--- config.mk ---
export PLATFORM = sky130hd
export DESIGN_NAME = sfifo_ctrl
export DESIGN_NICKNAME = d
export VERILOG_FILES = /design/src/rtl/sfifo_ctrl_pkg.sv /design/src/rtl/sfifo_rr_arb.sv /design/src/rtl/sfifo_ctrl.sv
export SDC_FILE = /design/constraint.sdc
export NUM_CORES = 1
export LEC_CHECK = 0
export ABC_AREA = 1
export BUFFER_PORTS_ARGS = -buffer_cell sky130_fd_sc_hd__buf_2
export CORE_UTILIZATION = 48
export DETAILED_ROUTE_END_ITERATION = 7
export GPL_TIMING_DRIVEN = 0
export PLACE_DENSITY = 0.85
export SYNTH_ARGS = -nofsm -noshare
export SYNTH_HDL_FRONTEND = slang
export SYNTH_SLANG_ARGS = --single-unit
--- constraint.sdc ---
create_clock -name clk -period 5.1 [get_ports clk]
set_input_delay 0.51 -clock clk [delete_from_list [all_inputs] [get_ports clk]]
set_output_delay 0.51 -clock clk [all_outputs]
set_load 0.1 [all_outputs]
--- src/rtl/sfifo_ctrl_pkg.sv ---
// Shared defaults, output-buffer occupancy codes and the round-robin pointer helper
// used by the sfifo_ctrl controller and its arbiter.
package sfifo_ctrl_pkg;
   localparam int DATA_W_DEF = 32;
   localparam int NREQ_DEF   = 2;

   localparam logic [1:0] OCC_EMPTY = 2'd0;
   localparam logic [1:0] OCC_ONE   = 2'd1;
   localparam logic [1:0] OCC_TWO   = 2'd2;

   function automatic int rr_next(input int idx, input int nreq);
      return (idx + 1) % nreq;
   endfunction
endpackage

--- src/rtl/sfifo_rr_arb.sv ---
// Combinational round-robin arbiter: picks the first requester at or above ptr,
// wrapping modulo NREQ; the one-hot grant is only driven while advance is high.
module sfifo_rr_arb
   import sfifo_ctrl_pkg::*;
#(
   parameter int NREQ  = NREQ_DEF,
   parameter int PTR_W = (NREQ > 1) ? $clog2(NREQ) : 1
) (
   input  logic [NREQ-1:0]  req,
   input  logic             advance,
   input  logic [PTR_W-1:0] ptr,
   output logic [NREQ-1:0]  grant
);
   logic             found;
   logic [PTR_W-1:0] idx;

   always_comb begin
      grant = '0;
      found = 1'b0;
      idx   = '0;
      for (int k = 0; k < NREQ; k++) begin
         idx = PTR_W'((int'(ptr) + k) % NREQ);
         if (!found && req[idx]) begin
            grant[idx] = advance;
            found      = 1'b1;
         end
      end
   end
endmodule

--- src/rtl/sfifo_ctrl.sv ---
// Shares one registered-read FIFO among NREQ producers and turns its one-cycle read
// latency into a full-rate valid/ready stream through a 2-entry output buffer.
module sfifo_ctrl
   import sfifo_ctrl_pkg::*;
#(
   parameter int DATA_W = DATA_W_DEF,
   parameter int NREQ   = NREQ_DEF,
   parameter int DEPTH  = 8,
   parameter int LVL_W  = $clog2(DEPTH + 1)
) (
   input  logic                   clk,
   input  logic                   Rst,
   input  logic [NREQ-1:0]        req_valid,
   input  logic [NREQ*DATA_W-1:0] req_data,
   output logic [NREQ-1:0]        req_ready,
   output logic                   out_valid,
   output logic [DATA_W-1:0]      out_data,
   input  logic                   out_ready,
   output logic                   fifo_Rst,
   output logic                   fifo_EN,
   output logic                   fifo_WR_EN,
   output logic [DATA_W-1:0]      fifo_dataIn,
   output logic                   fifo_RD_EN,
   input  logic [DATA_W-1:0]      fifo_dataOut,
   input  logic                   fifo_FULL,
   input  logic                   fifo_EMPTY,
   output logic [LVL_W-1:0]       level
);
   localparam int PTR_W = (NREQ > 1) ? $clog2(NREQ) : 1;

   logic [PTR_W-1:0]  ptr_q, ptr_d;
   logic [NREQ-1:0]   grant;
   logic [PTR_W-1:0]  grant_idx;
   logic [1:0]        occ_q, occ_d;
   logic              inflight_q, inflight_d;
   logic [DATA_W-1:0] head_q, head_d, tail_q, tail_d;
   logic [LVL_W-1:0]  level_q, level_d;
   logic              pop, level_up, level_dn;

   assign fifo_Rst   = ~Rst;
   assign fifo_EN    = 1'b1;
   assign fifo_WR_EN = (|req_valid) & ~fifo_FULL & Rst;

   sfifo_rr_arb #(.NREQ(NREQ), .PTR_W(PTR_W)) u_arb (
      .req     (req_valid),
      .advance (fifo_WR_EN),
      .ptr     (ptr_q),
      .grant   (grant)
   );

   assign req_ready = grant;

   always_comb begin
      fifo_dataIn = '0;
      grant_idx   = '0;
      for (int i = 0; i < NREQ; i++) begin
         if (grant[i]) begin
            fifo_dataIn = req_data[i*DATA_W +: DATA_W];
            grant_idx   = PTR_W'(i);
         end
      end
      ptr_d = fifo_WR_EN ? PTR_W'(rr_next(int'(grant_idx), NREQ)) : ptr_q;
   end

   // Reads are issued only when the returning word is guaranteed a buffer slot.
   assign out_valid  = (occ_q != OCC_EMPTY) & Rst;
   assign out_data   = head_q;
   assign pop        = out_valid & out_ready;
   assign fifo_RD_EN = ~fifo_EMPTY & Rst &
                       (({1'b0, occ_q} + {2'b00, inflight_q} - {2'b00, pop}) < 3'd2);
   assign inflight_d = fifo_RD_EN;

   always_comb begin
      head_d = head_q;
      tail_d = tail_q;
      occ_d  = occ_q;
      if (pop) begin
         head_d = tail_q;
         occ_d  = occ_q - 2'd1;
      end
      if (inflight_q) begin
         if (occ_d == OCC_EMPTY) head_d = fifo_dataOut;
         else                    tail_d = fifo_dataOut;
         occ_d = occ_d + 2'd1;
      end
   end

   assign level_up = fifo_WR_EN & ~fifo_RD_EN;
   assign level_dn = fifo_RD_EN & ~fifo_WR_EN;
   assign level    = level_q;

   always_comb begin
      level_d = level_q;
      if (level_up && level_q != LVL_W'(DEPTH)) level_d = level_q + 1'b1;
      else if (level_dn && level_q != '0)       level_d = level_q - 1'b1;
   end

   always_ff @(posedge clk) begin
      if (!Rst) begin
         ptr_q      <= '0;
         occ_q      <= OCC_EMPTY;
         inflight_q <= 1'b0;
         level_q    <= '0;
      end else begin
         ptr_q      <= ptr_d;
         occ_q      <= occ_d;
         inflight_q <= inflight_d;
         level_q    <= level_d;
      end
   end

   always_ff @(posedge clk) begin
      head_q <= head_d;
      tail_q <= tail_d;
   end

   always_ff @(posedge clk) begin
      if (Rst) begin
         assert (!(level_up && level_q == LVL_W'(DEPTH)));
         assert (!(level_dn && level_q == '0));
         assert (occ_q <= OCC_TWO);
      end
   end
endmodule

==> metrics.yaml, run 1 <==
outcome: "finished, violations left"
violations: "design-rule violations"
end_kind: "output pin"
cp.required_ps: 4590
initial_core_util_pct: 50.3
skew_ps: 10.6
design_area_sq_mm: 0.00447
synth_area_leader_cell: "edfxtp_1"
setup_viol: 0
period_needed_ps: 3970
place_hpwl_um: 6630
cts_resized: 0
first_pass_iters: 6
fill_cells: 509
grt_pass1_vias: 3059
ios: 178
io_buffers: 176
crit_chain: "inv_1 > ha_1 > nor2_4 > nand2_2 > inv_2 > buf_4 > ha_1 > or2_2 > fa_1 > nand3_1 > nor2_1 > buf_2"
final_util_pct: 69.2
cts_buffers: 9
clock_path_buffers: 2
grt_first_pass_wirelength_um: 13900
crit_type: "flip-flop to output pin"
period_share_pct: 77.8
wl_um: 8880
antenna_found_initial: 0
fmax_mhz: 252
worst_pin_slew_ps: 946
ys_dominant_reg_cell: "dfxtp_1"
switchingPower_mw: 1.89
rsz0062_at_grt: "no"
async_flop_share_pct: 0
yosysWarnings: 0
syn-num-nets: 448
synth.area.top_cells: "edfxtp_1 30%, dfxtp_1 25%, nand2_1 9.4%, a22o_1 8.6%, a31oi_1 5.8%"
slew_headroom_pct: 36.8
syn_inst: 338
track_usage_pct: 25.0
pwr-share-seq_pct: 26.9
path_clk_slew_ps: 80
core_sq_mm: 0.00646
n_antenna_cell: 0
swShare_pct: 56.2
syn_to_final_growth_pct: 37.6
hold_buffers: 0
mostFrequentLayoutCell: "buf_2"
setup-tns-final_ps: 0
cts_tree: "yes"
wl_per_cell_um: 14.6
synth_edf_count: 32
drtAntennaViolNets: 0
remaining_drc_errors: 31
nets: 635
pwr-share-comb_pct: 57.1
cts_setup_buffers: 0
cts_max_level: 3
clkSinkCount: 72
grt_max_degree: 33
holdWs_ps: 355
ys_seq_area_share_pct: 54.2
power.leakage_nw: 2.21
num_vias: 3182
critical-path-max-stage-delay_ps: 500
synth.avg_cell_area_sq_um: 9.61
viasPerCell: 5.24
clock_latency_ps: 340
crit_path_top_delay_cell: "fa_1"
p_per_area_mw_per_mm2: 754
hold_violations: 0
grt_overflow: 0
peakVddDrop_mv: 0.712
die_height_um: 84.3
maxCapViolCount: 0
root_buffer: "clkbuf_8"
power_frac_clock_pct: 16.0
synthesis.area_sq_mm: 0.00325
final_cell_mix: "180 x buf_2, 81 x nand2_1, 40 x nor2_1, 40 x dfxtp_1"
dp_cells: 591
num_rows: 29
internal-power_mw: 1.47
place_area_sq_mm: 0.00423
die_area_sq_mm: 0.00710
netlist.area_leader.share_pct: 29.6
drt_iter0_drc: 197
crit_path_frequent_cell: "ha_1"
ys_types: 30
gp_congestion: 0.834
drive_above_1_share_pct: 40.8
startpoint_type: "flip-flop"
maxSlewViolCount: 0
crit_fanout: 10
cp.arrival_ps: 3460
die_w_um: 84.3
hp-class: "input port to flip-flop"
dp_worst_setup_slack_ps: 1190
finalPower_mw: 3.37
ys_ff_latch: 72
layout.cells.non_filler: 607
setup_slack_ps: 1130
synth_stat cells (2+ instances only):
cell type	count
a21oi_1	5
a22o_1	32
a31oi_1	30
buf_2	4
buf_4	5
buf_6	3
clkbuf_1	8
dfxtp_1	40
edfxtp_1	32
fa_1	2
ha_1	5
inv_1	18
nand2_1	81
nand2_4	3
nand3_1	5
nand4_1	2
nor2_1	41
nor2_8	2
o21ai_0	8
xor2_1	2
area by class of cell:
| cell class | count | area, sq um | area share (%) |
|---|---|---|---|
| buffer | 20 | 121 | 2.72 |
| sequential | 72 | 1760 | 39.4 |
| clock buffer | 11 | 131 | 2.94 |
| inverter | 20 | 77.6 | 1.74 |
| tap | 77 | 96.3 | 2.16 |
| clock inverter | 5 | 104 | 2.32 |
| multi-input combinational | 226 | 1290 | 29.0 |
| timing repair buffer | 176 | 881 | 19.7 |
flip-flops by register name (all words and copies together) (netlist names):
name	count
out_data	32
tail_q	32
level	4
occ_q	2
inflight_q	1
ptr_q	1
logic make-up (layout without fill, tap and decap cells):
kind of cell	after synthesis	after routing	synth area share (%)
AND/OR/NAND/NOR	139	139	18.8
adder cells (fa/ha/maj)	7	7	3.16
flip-flops	72	72	54.2
AO/OA/AOI/OAI	77	77	17.1
XOR/XNOR	2	2	0.539
buffers and inverters	40	232	6.12
other	1	1	0.115
layer usage:
| layer | GRT usage, % | part of all wire [%] |
|---|---|---|
| met1 | 27.6 | 39 |
| met2 | 46.5 | 52 |
| met3 | 6.00 | 7.1 |
| met4 | 9.25 | 2.0 |
| met5 | 0 | 0 |
critical path, delay by kind of cell, from the launching register on:
kind | cells | cell delay (ps)
adders and majority gates | 3 | 970
DFF | 1 | 400
and+or+nand+nor | 5 | 850
buffers and inverters | 4 | 890
power groups by stage:
stage	logic (mW)	clock network [mW]	registers [mW]
floorplan	0.567	0	1.94
global placement	1.89	0	0.911
detailed placement	1.93	0	0.914
CTS	1.93	0.543	0.907
global route	2.02	0.567	0.928
finish	1.92	0.538	0.905
path summary, 6_finish.rpt:
path	from	to	slack [ps]	depth (start not counted)
hold reg to reg	out_data[6]$_DFF_P_	out_data[6]$_DFF_P_	480	2
hold / removal	fifo_dataOut[27]	tail_q[27]$_DFFE_PP_	360	1
setup reg to reg	occ_q[1]$_SDFF_PN0_	level[3]$_SDFFE_PN0P_	1240	22
setup / recovery	occ_q[1]$_SDFF_PN0_	fifo_RD_EN	1130	12
Note: power is estimated with default switching activity, not from simulation.
==> inputs of run 2 (changes only) <==
--- a/config.mk
+++ b/config.mk
@@ -7,10 +7,10 @@
 export LEC_CHECK = 0
 export ABC_AREA = 1
 export BUFFER_PORTS_ARGS = -buffer_cell sky130_fd_sc_hd__buf_2
-export CORE_UTILIZATION = 48
+export CORE_UTILIZATION = 45
 export DETAILED_ROUTE_END_ITERATION = 7
 export GPL_TIMING_DRIVEN = 0
-export PLACE_DENSITY = 0.85
+export PLACE_DENSITY = 0.81
 export SYNTH_ARGS = -nofsm -noshare
 export SYNTH_HDL_FRONTEND = slang
 export SYNTH_SLANG_ARGS = --single-unit
==> constraint.sdc (replaced) <==
create_clock -name clk -period 4.1 [get_ports clk]
set_input_delay 0.41 -clock clk [delete_from_list [all_inputs] [get_ports clk]]
set_output_delay 0.41 -clock clk [all_outputs]
set_load 0.1 [all_outputs]
==> metrics.yaml, run 2 (synthesized netlist as in run 1, its figures left out) <==
outcome: "completed"
period_share_pct: 92.1
mostFrequentLayoutCell: "buf_2"
peakVddDrop_mv: 0.808  # +13%
io_buffers: 176  # unchanged
drtAntennaViolNets: 0  # unchanged
setup_viol: 0  # unchanged
ios: 178  # unchanged
skew_ps: 9.40  # -1.20 ps
hold_buffers: 0  # unchanged
crit_fanout: 10  # unchanged
holdWs_ps: 256  # -99.1 ps
setup-tns-final_ps: 0  # unchanged
r2r_cells: 23  # +4.5%
m1WireLength_um: 3540  # +2.7%
top_layer: "met4"
cts_max_level: 3  # unchanged
gp_congestion: 0.826  # -0.97%
maxSlewViolCount: 0  # unchanged
hold_violations: 0  # unchanged
track_usage_pct: 23.9  # -1.1 points
holdPathEnd: "tail_q[2]$_DFFE_PP_"
dp_worst_setup_slack_ps: 330  # -862 ps
crit_path_top_delay_cell: "fa_1"
die_height_um: 87.0  # +3.2%
first_pass_iters: 4  # -2
root_buffer: "clkbuf_8"
grt_pass1_vias: 3014  # -1.5%
viasPerCell: 5.02  # -4.2%
cp.arrival_ps: 3370  # -90 ps
wl_met2_um: 4670  # +1.0%
final_cell_mix: "180 x buf_2, 81 x nand2_1, 39 x nor2_1, 39 x dfxtp_1"
hp-class: "input port to flip-flop"
place_hpwl_um: 6790  # +2.4%
finalPower_mw: 4.12  # +22%
clock_latency_ps: 340  # about the same
crit_type: "flip-flop to output pin"
r2r_end: "level[3]$_SDFFE_PN0P_"
timing.rr.start: "occ_q[1]$_SDFF_PN0_"
wl_per_cell_um: 14.5  # -1.2%
num_vias: 3149  # -1.0%
r2r_setup_slack_ps: 390  # -850 ps
num_rows: 30  # +3.4%
crit_chain: "inv_1 > ha_1 > nor2_4 > nand2_2 > inv_2 > buf_4 > ha_1 > or2_2 > fa_1 > nand3_1 > nor2_4 > buf_2"
critPathTopFamily: "adder cells"
met3_length_um: 629  # -0.47%
critical-path-max-stage-delay_ps: 510  # about the same
fmax_mhz: 265
clock_path_buffers: 2  # unchanged
maxCapViolCount: 0  # unchanged
initial_core_util_pct: 47.3  # -3.0 points
remaining_drc_errors: 0  # -100%
min-delay-start: "fifo_dataOut[2]"
crit_start: "occ_q[1]$_SDFF_PN0_"
holdPathStages: 1  # unchanged
cts_tree: "yes"
die_w_um: 87.0  # +3.2%
cp.required_ps: 3690  # -900 ps
antenna_found_initial: 1  # +1
power.leakage_nw: 2.20  # -0.24%
cts_buffers: 9  # unchanged
startpoint_type: "flip-flop"
end_kind: "output pin"
slew_headroom_pct: 36.9  # +0.13 points
nets: 635  # unchanged
period_needed_ps: 3780
worst_pin_slew_ps: 944  # -1.88 ps
grt_max_degree: 33  # unchanged
die_area_sq_mm: 0.00756  # +6.5%
grt_overflow: 0  # unchanged
syn_to_final_growth_pct: 38.0
drt_iter0_drc: 93  # -53%
core_sq_mm: 0.00687  # +6.4%
clkSinkCount: 72  # unchanged
wl_um: 9070  # +2.1%
path_buf_inv: 4  # unchanged
path_clk_slew_ps: 80  # about the same
cts_setup_buffers: 0  # unchanged
grt_first_pass_wirelength_um: 13900  # -0.25%
p_per_area_mw_per_mm2: 920  # +22%
drive_above_1_share_pct: 41.3  # +0.57 points
rsz0062_at_grt: "no"
setup_slack_ps: 322  # -812 ps
[run 2: cell types whose count changed in the layout (fill, tap and decap cells not counted), sizes merged]
cell    change
bufinv      -2
clkbuf      +1
clkinv      +1
diode       +1
[run 2: how the worst max path moves through the flow]
stage                            endpoint  cells past startpoint  slack (ps)
floorplan           level[3]$_SDFFE_PN0P_                     16          90
global placement     tail_q[26]$_DFFE_PP_                      8         280
detailed placement  level[3]$_SDFFE_PN0P_                     22         330
CTS                            fifo_RD_EN                     12         240
global route        level[3]$_SDFFE_PN0P_                     23          60
finish                         fifo_RD_EN                     12         320
[run 2: cell type report]
class                      instances  area [sq um]
fill                             571          2390
sequential                        72          1760
multi-input combinational        226          1300
timing repair buffer             176           881
clock buffer                      12           166
buffer                            20           121
tap                               96           120
inverter                          20          77.6
clock inverter                     4          48.8
antenna                            1          2.50
[run 2: stage by stage]
stage | utilization (%) | instances | cell area [sq um]
floorplan | - | 338 | 3260
global placement | 62.0 | 610 | 4260
detailed placement | 62.1 | 610 | 4260
CTS | 65.2 | 626 | 4480
global route | 65.3 | 627 | 4480
finish | 65.3 | 627 | 4480
[run 2: power breakdown]
group          switching, mW  internal [mW]  total [mW]
sequential             0.123           1.01        1.13
clock                  0.265          0.335       0.600
combinational           1.97          0.421        2.39
[run 2: timing repair]
action                     in CTS  in global routing
hold endpoints to repair        0                  0
setup endpoints to repair       0                  1
resized for setup               0                  1
[run 2: worst register-to-register path: cells and delay by family, from the launching register on]
family | cells | cell delay (ps)
simple gates | 14 | 1580
fa+ha+maj | 4 | 1230
buf+inv | 5 | 500
flops | 1 | 370
[run 2: per-layer routing]
layer  vias to the layer above  global-route usage, %
met2                       131                   44.0
met5                         -                      0
met1                      1460                   26.2
met3                        17                   5.78
li1                       1541                      -
met4                         0                   9.70
==> inputs of run 3 (changes only) <==
--- a/config.mk
+++ b/config.mk
@@ -11,6 +11,7 @@
 export DETAILED_ROUTE_END_ITERATION = 7
 export GPL_TIMING_DRIVEN = 0
 export PLACE_DENSITY = 0.81
+export REMOVE_ABC_BUFFERS = 1
 export SYNTH_ARGS = -nofsm -noshare
 export SYNTH_HDL_FRONTEND = slang
 export SYNTH_SLANG_ARGS = --single-unit
==> metrics.yaml, run 3 (synthesized netlist as in run 1, its figures left out) <==
cts_max_level: 3  # unchanged
crit_start: "occ_q[1]$_SDFF_PN0_"
drt_iter0_drc: 149  # +60%
setup_viol: 0  # unchanged
regArea_sq_mm: 0.00176  # about the same
design_area_sq_mm: 0.00445  # -0.64%
die_w_um: 87.0  # unchanged
power.leakage_nw: 2.16  # -1.8%
wl_um: 9230  # +1.7%
timing.rr.start: "occ_q[1]$_SDFF_PN0_"
cp.required_ps: 4380  # +690 ps
clock_path_buffers: 2  # unchanged
maxCapViolCount: 0  # unchanged
drive_above_1_share_pct: 41.1  # -0.27 points
io_buffers: 176  # unchanged
period_needed_ps: 3800  # +21.2 ps
root_buffer: "clkbuf_8"
clock_latency_ps: 340  # about the same
fmax_mhz: 263  # -0.56%
period_share_pct: 92.7  # +0.52 points
power_frac_clock_pct: 15.1  # +0.6 points
internal-power_mw: 1.79  # +1.4%
setup-tns-final_ps: 0  # unchanged
hp-class: "input port to flip-flop"
initial_core_util_pct: 47.3  # unchanged
die_height_um: 87.0  # unchanged
cts_tree: "yes"
num_rows: 30  # unchanged
final_cell_mix: "175 x buf_2, 80 x nand2_1, 40 x nor2_1, 40 x dfxtp_1"
hold_buffers: 0  # unchanged
mostFrequentLayoutCell: "buf_2"
first_pass_iters: 4  # unchanged
min-delay-start: "fifo_dataOut[13]"
antenna_found_initial: 0  # -1
ios: 178  # unchanged
peakVddDrop_mv: 0.737  # -8.7%
drtAntennaViolNets: 0  # unchanged
crit_type: "flip-flop to flip-flop"
clkSinkCount: 72  # unchanged
n_antenna_cell: 0  # -1
remaining_drc_errors: 0  # unchanged
cts_buffers: 9  # unchanged
outcome: "completed"
cp.arrival_ps: 4080  # +710 ps
grt_first_pass_wirelength_um: 12800  # -8.1%
grt_overflow: 0  # unchanged
wl_per_cell_um: 15.1  # +4.6%
startpoint_type: "flip-flop"
end_kind: "flip-flop"
final_util_pct: 64.8  # -0.42 points
grt_pass1_vias: 2711  # -10%
place_area_sq_mm: 0.00418  # -2.0%
die_area_sq_mm: 0.00756  # unchanged
syn_to_final_growth_pct: 37.1
hold_violations: 0  # unchanged
slew_headroom_pct: 40.4  # +3.6 points
pwr-share-comb_pct: 58.0  # about the same
crit_fanout: 35  # +25
worst_pin_slew_ps: 892  # -52.0 ps
maxSlewViolCount: 0  # unchanged
skew_ps: 10.4  # +1.03 ps
switchingPower_mw: 2.40  # +1.8%
multiInputGateArea_sq_mm: 0.00132  # +1.5%
place_hpwl_um: 6370  # -6.2%
viasPerCell: 5.05  # +0.60%
core_sq_mm: 0.00687  # unchanged
gp_congestion: 0.867  # +4.9%
path_clk_slew_ps: 90  # about the same
grt_max_degree: 56  # +70%
pwr-share-seq_pct: 26.9  # -0.6 points
rsz0062_at_grt: "no"
nets: 619  # -2.5%
fill_cells: 604  # +5.8%
p_per_area_mw_per_mm2: 941  # +2.2%
swShare_pct: 57.3  # +0.098 points
track_usage_pct: 22.2  # -1.7 points
num_vias: 3082  # -2.1%
## run 3: cell types whose count changed in the layout (fill, tap and decap cells not counted), moves of 2 or more
cell and change:
clkbuf_1 -9, buf_2 -5, buf_4 -3, buf_6 -3
buf_12 +2, clkinv_2 -2, clkinvlp_4 +2, inv_6 +2
## run 3: critical path: stages (launching register included)
cell     delay [ps]
dfxtp_1         420
inv_1            90
ha_1            240
nor2_4          170
nand2_8         160
inv_16          170
ha_1            250
or2_2           310
fa_1            510
nand2_1          60
nor2_1           90
nand3_1         140
nand2_4         150
ha_1            270
nand2_1          80
nand2_1          40
nor2_1          140
inv_1            50
nand2_1         100
nand3_2          90
nand2_1          60
inv_1            40
nor2_2           80
## run 3: layer usage
| metal | routed length [um] | track usage [%] | part of all wire (%) |
|---|---|---|---|
| met1 | 3650 | 25.3 | 40 |
| met2 | 4690 | 38.9 | 51 |
| met3 | 768 | 7.77 | 8.3 |
| met4 | 112 | 7.27 | 1.2 |
| met5 | 0 | 0 | 0 |
## run 3: cell type report
cell class	count	share of cell area [%]
clock buffers	9	2.78
repair buffers	179	20.9
multi-input cells	227	29.7
flip-flops and latches	72	39.6
inverters	20	2.11
clock inverters	7	2.28
well taps	96	2.70
## run 3: stage by stage
stage	instances	hold slack, ps	power [mW]	worst slack (ps)
5_1_grt	610	234	4.36	80.6
4_1_cts	608	237	4.18	10.3
3_5_place_dp	592	461	3.53	-522
2_1_floorplan	318	441	3.10	-1250
6_report	610	256	4.19	301
3_3_place_gp	590	449	3.45	-914
## run 3: path summary, 6_finish.rpt
check / to / slack, ps / cells after the start
worst min register to register: ptr_q$_SDFFE_PN0P_ / 470 / 2
worst max register to register: level[3]$_SDFFE_PN0P_ / 300 / 22
worst max-delay path: level[3]$_SDFFE_PN0P_ / 300 / 22
worst min-delay path: tail_q[13]$_DFFE_PP_ / 260 / 1
## run 3: timing repair
item	in CTS	in global routing
gates cloned	0	1
setup endpoints to repair	4	2
pin swaps	0	2
setup buffers	0	1
resized for setup	4	5
hold endpoints to repair	0	0
## run 3: power by group through the flow
stage	clock network, mW	registers, mW	logic, mW
floorplan	0	2.41	0.685
global placement	0	1.13	2.32
detailed placement	0	1.13	2.40
CTS	0.644	1.13	2.41
global route	0.671	1.15	2.54
finish	0.633	1.13	2.43
